File: src/rtl/posit_encoder_pipe_8bit_if.sv
// posit_encoder_pipe_8bit_if: valid/ready handshake bundle between the posit encoder and its neighbours
interface posit_encoder_pipe_8bit_if;
  logic in_valid;
  logic in_ready;
  logic [13:0] in_eposit;
  logic out_valid;
  logic out_ready;
  logic [7:0] out_posit;
  logic out_inexact;
  modport master (
    output in_valid, in_eposit, out_ready,
    input in_ready, out_valid, out_posit, out_inexact
  );
  modport slave (
    input in_valid, in_eposit, out_ready,
    output in_ready, out_valid, out_posit, out_inexact
  );
endinterface

File: src/rtl/posit_encoder_pipe_8bit.sv
// posit_encoder_pipe_8bit: two-stage encoder from extended posit to 8-bit es=0 posit with RNE and saturation
module posit_encoder_pipe_8bit (
  input  logic clk,
  input  logic rst_n,
  posit_encoder_pipe_8bit_if.slave bus,
  input  logic cnt_clr,
  output logic [7:0] inexact_cnt
);
  logic s1_valid, s2_valid, s1_adv, s2_adv;
  logic s1_spec, spec;
  logic [9:0] s1_body, body;
  logic [3:0] e, r;
  logic kpos, rb, sgn, st1;
  logic [22:0] t;
  logic [7:0] u;
  logic [7:0] kept, res;
  logic [8:0] sum;
  logic rnd, st, clamp, inexact;
  assign s2_adv = ~s2_valid | bus.out_ready;
  assign s1_adv = s2_adv | ~s1_valid;
  assign bus.in_ready = s1_adv;
  assign bus.out_valid = s2_valid;
  // Regime run of length r sits above a terminator at t[7]; shifting by r aligns
  // the first seven bits after the sign, the round bit at u[0], and the rest as sticky.
  always_comb begin
    e = bus.in_eposit[10:7];
    sgn = bus.in_eposit[11];
    kpos = e >= 4'd7;
    r = kpos ? e - 4'd6 : 4'd7 - e;
    rb = kpos ^ sgn;
    t = {{15{rb}}, ~rb, bus.in_eposit[6:0]};
    u = 8'(t >> r);
    st1 = |(t & ~(23'h7fffff << r));
    spec = bus.in_eposit[13] | bus.in_eposit[12];
    body = bus.in_eposit[13] ? 10'h200 : bus.in_eposit[12] ? 10'h000 : {sgn, u, st1};
  end
  always_comb begin
    kept = s1_body[9:2];
    rnd = s1_body[1];
    st = s1_body[0];
    sum = {1'b0, kept} + {8'd0, rnd & (st | kept[0])};
    res = s1_spec ? kept
        : ~kept[7] ? (sum[7] ? 8'h7f : sum[7:0] == 8'h00 ? 8'h01 : sum[7:0])
        : (sum[8] ? 8'hff : sum[7:0] == 8'h80 ? 8'h81 : sum[7:0]);
    clamp = res != sum[7:0];
    inexact = ~s1_spec & (rnd | st | clamp);
  end
  always_ff @(posedge clk or negedge rst_n)
    if (!rst_n) begin
      s1_valid <= 1'b0;
      s1_body <= '0;
      s1_spec <= 1'b0;
      s2_valid <= 1'b0;
      bus.out_posit <= '0;
      bus.out_inexact <= 1'b0;
    end else begin
      if (s1_adv) s1_valid <= bus.in_valid;
      if (s1_adv && bus.in_valid) begin
        s1_body <= body;
        s1_spec <= spec;
      end
      if (s2_adv) s2_valid <= s1_valid;
      if (s2_adv && s1_valid) begin
        bus.out_posit <= res;
        bus.out_inexact <= inexact;
      end
    end
  always_ff @(posedge clk or negedge rst_n)
    if (!rst_n) inexact_cnt <= '0;
    else if (cnt_clr) inexact_cnt <= '0;
    else if (s2_valid && bus.out_ready && bus.out_inexact && !(&inexact_cnt)) inexact_cnt <= inexact_cnt + 8'd1;
endmodule

File: src/flat_wrapper.sv
// flat-port wrapper written by rule: the top's interface ports become plain ports
module posit_encoder_pipe_8bit_flat 
  (clk, rst_n, cnt_clr, inexact_cnt, bus_in_valid, bus_in_eposit, bus_out_ready, bus_in_ready, bus_out_valid, bus_out_posit, bus_out_inexact);
  posit_encoder_pipe_8bit_if bus_i ();
  input  logic clk;
  input  logic rst_n;
  input  logic cnt_clr;
  output logic [7:0] inexact_cnt;
  input wire logic [$bits(bus_i.in_valid)-1:0] bus_in_valid;
  input wire logic [$bits(bus_i.in_eposit)-1:0] bus_in_eposit;
  input wire logic [$bits(bus_i.out_ready)-1:0] bus_out_ready;
  output wire logic [$bits(bus_i.in_ready)-1:0] bus_in_ready;
  output wire logic [$bits(bus_i.out_valid)-1:0] bus_out_valid;
  output wire logic [$bits(bus_i.out_posit)-1:0] bus_out_posit;
  output wire logic [$bits(bus_i.out_inexact)-1:0] bus_out_inexact;
  assign bus_i.in_valid = bus_in_valid;
  assign bus_i.in_eposit = bus_in_eposit;
  assign bus_i.out_ready = bus_out_ready;
  assign bus_in_ready = bus_i.in_ready;
  assign bus_out_valid = bus_i.out_valid;
  assign bus_out_posit = bus_i.out_posit;
  assign bus_out_inexact = bus_i.out_inexact;
  posit_encoder_pipe_8bit u_core (.clk(clk), .rst_n(rst_n), .bus(bus_i), .cnt_clr(cnt_clr), .inexact_cnt(inexact_cnt));
endmodule
File: config.mk
export PLATFORM = sky130hd
export DESIGN_NAME = posit_encoder_pipe_8bit_flat
export DESIGN_NICKNAME = d
export VERILOG_FILES = /design/src/rtl/posit_encoder_pipe_8bit_if.sv /design/src/rtl/posit_encoder_pipe_8bit.sv /design/src/flat_wrapper.sv
export SDC_FILE = /design/constraint.sdc
export NUM_CORES = 1
export LEC_CHECK = 0
export CAP_MARGIN = 5
export CORE_MARGIN = 2
export CORE_UTILIZATION = 55
export CTS_BUF_LIST = sky130_fd_sc_hd__clkbuf_4
export CTS_CLUSTER_SIZE = 40
export DETAILED_ROUTE_END_ITERATION = 12
export GPL_ROUTABILITY_DRIVEN = 0
export PLACE_DENSITY = 0.85
export SYNTH_ARGS = -nofsm -noshare
export SYNTH_HDL_FRONTEND = slang
export SYNTH_SLANG_ARGS = --single-unit
File: constraint.sdc
create_clock -name clk -period 3 [get_ports clk]
set_input_delay 0.9 -clock clk [delete_from_list [all_inputs] [get_ports clk]]
set_output_delay 0.9 -clock clk [all_outputs]
set_load 0.005 [all_outputs]
==> metrics <==
run status complete, no violations; gr ovfl total 0; H-tree levels 2; R2R Path End u_core.bus.out_inexact$_DFFE_PN0P_; final core occ 72.9%; Critical Path RT 2100 ps; Synth Area in XOR/XNOR 4.87%; YS warnings 0; die area 4440 sq um; worst setup path class in2out; min cycle time layout 2940 ps; num rows 22; DRC Markers 0; Power Density 395 nW/um^2; R2R setup slack 680 ps; min-delay src u_core.bus.out_posit[7]$_DFFE_PN0P_; sequential share of the synthesized area 34.8%; Async SR Flop Fraction 100%; Hold Path End u_core.bus.out_posit[7]$_DFFE_PN0P_; Initial Utilization 58.0%; Tcrit/Tclk final 97.9%; detailed-route via count 2074; Crit path top cell by count clkdlybuf4s50_1; Max Root-Sink Buffers 2; total track usage 25.7%; CTS tree done; layout cells sized above 1 12.4%; PostCTS Resize Cnt 0; Critical Path End Type output port; Layout Skew 9.27 ps; post-synth top area share 34.8%; total negative slack 0 ps; Post-synth EDFFs 0; Critical R2R Launch u_core.s1_body[0]$_DFFE_PN0P_; CP max-delay cell clkdlybuf4s50_1; Slew Viols, Final 0; Post-synth top flop dfrtp_1; Pleak 1.15 nW; met2 usage 41.3%; leading area contributor after synthesis dfrtp_1; Syn Inst Count 243; setup-violating endpoint count in the final report 0; worst-case reg-to-reg path depth 8; Mapped Area 2160 sq um; Vias/cell 6.12; final cell count without fillers 339; Die Ht 66.6 um; largest net degree at the start of global routing 31; core footprint 3720 sq um; Synth area leaders dfrtp_1 (35%), nand2_1 (4.9%), mux4_1 (3.7%), o21ai_0 (3.5%), xnor2_1 (3.2%); synth unique cells 57; Synth Area per Inst 8.88 sq um; grt peak-use layer met2; Routed Wire Length 5.08 mm; fmax 341 MHz; WP depth 3; syn_nets 267; drt wl/cell 15.0 um; critical path peak fanout 3; critical path cell sequence clkdlybuf4s50_1 -> nand3b_1 -> clkdlybuf4s50_1; Compound-Gate Fraction of Synth Area 24.7%; worst slew pin tran 680 ps; first-pass GRT wire length 8.67 mm; crit path DAT 2040 ps; drt initial violations 260; crit path launch type input pin; simple-gate share of the synthesized area 20.3%; vias in the first global route 1904; Routed Antenna Nets 0; CTS buffer count 5; drt pass-1 iters 4; initial antenna violation count 0; IO Pins 38; fraction of synthesized area in multiplexers 7.19%; Placed Cells incl. Taps 330; relative slew slack 54.4%; total power 1.07 mW; MaxCap Viol Count 0; Seq cells post-synth 30; worst hold slack 479 ps; Hold Path Depth 2; CP bufs+invs 2; Nets 314; Adder-Cell Fraction of Synth Area 2.90%; Clock Tree Root clkbuf_4; largest family of logic cells by synthesized area compound AO/OA/AOI/OAI gates; Slowest Stage Delay on Critical Path 510 ps; clk_lat worst skew 330 ps; Clock Sinks 30; Hold/Removal Path Class reg2reg; Die Width 66.6 um; CTS clk-pin slew, worst paths 90 ps; crit-path leading delay family buffers and inverters; area added between synthesis and finish 25.6%; met3 usage 6.93%; met1 Use GR 34.2%; RSZ-0062 raised after global routing false; diode count 0; final hold vios 0; peak supply drop 0.285 mV; HPWL Detailed 3.81 mm; I/O Buffers 37
==> per-stage QoR <==
stage | cell area [sq um] | setup slack [ps]
floorplan | 2160 | 398
global placement | 2650 | -43.7
detailed placement | 2650 | -92.3
CTS | 2700 | 51.5
global route | 2710 | 6.70
finish | 2710 | 63.3
==> flip-flops by register name (all words and copies together) (netlist names) <==
signal	cells
u_core.bus.out_inexact	1
u_core.bus.out_posit	8
u_core.bus.out_valid	1
u_core.inexact_cnt	8
u_core.s1_body	10
u_core.s1_spec	1
u_core.s1_valid	1
==> worst reg2reg max path, stage by stage, from the launching register on <==
cell       delay, ps
dfrtp_1          430
o21a_1           180
ha_1             230
ha_1             310
nand2_1          150
o221ai_1         120
a211o_1          240
a2111oi_0        410
a31oi_1          130
==> worst max-delay path by stage <==
stage	from	endpoint	slack, ps
after detailed placement	bus_in_eposit[8]	u_core.s1_body[5]$_DFFE_PN0P_	-90
after CTS	bus_out_ready	bus_in_ready	50
after global routing	bus_out_ready	bus_in_ready	7
final	bus_out_ready	bus_in_ready	60
after global placement	bus_in_eposit[8]	u_core.s1_body[4]$_DFFE_PN0P_	-40
after floorplan	bus_in_eposit[8]	u_core.s1_body[4]$_DFFE_PN0P_	400
==> cells in the final DEF (no fill, tap or decap), drive strengths merged, types with 4 or more instances in the layout <==
cell and n:
a31oi 4, nor4 4, xor2 4, nand2 28, inv 9, buf 19
mux4 5, a311oi 4, o21ai 15, nand2b 5, nor3 6, a21oi 12
a21o 6, ha 5, nand3 8, clkdlybuf4s50 37, xnor2 8, o221ai 4
dfrtp 30, nor2 18, clkbuf 6
==> cells in the mapped netlist, drive strengths merged, types with 3 or more instances <==
cell	number
nand3	8
nor4	4
a21o	6
mux4	5
nand2	28
o311ai	3
nand2b	5
buf	3
clkbuf	13
nor3	6
nor2	18
a311oi	4
inv	9
o21ai	15
xor2	4
and3	3
o221ai	4
dfrtp	30
ha	5
or3b	3
a21oi	12
xnor2	8
a31oi	4
a221o	3
==> repair_timing <==
item                                    CTS  global route
hold buffers                              0             0
endpoints found under the setup margin    0             1
buffers inserted                          0             1
==> layout make-up <==
cell class / count / area [sq um]
clock buffer: 6 / 45.0
clock inverter: 2 / 8.76
fill: 306 / 1010
inverter: 10 / 37.5
multi-input combinational: 187 / 1290
sequential: 30 / 751
tap: 48 / 60.1
timing repair buffer: 56 / 513
==> cell families after synthesis <==
group / after synthesis
and+or+nand+nor: 87
AOI/OAI and AO/OA: 75
buffers and inverters: 26
adders and majority gates: 5
DFF: 30
xor gates and xnor gates: 12
muxes: 8
==> where the power goes <==
| group | internal [mW] | switching (mW) |
|---|---|---|
| Sequential | 0.447 | 0.0545 |
| Combinational | 0.185 | 0.148 |
| Clock | 0.0968 | 0.139 |
| Total | 0.729 | 0.341 |
==> routing by layer <==
metal | share of wire [%] | wire length, um
met1 | 44 | 2230
met2 | 49 | 2500
met3 | 6.0 | 303
met4 | 1.1 | 55
met5 | 0 | 0
(Power assumes the default switching activity.)
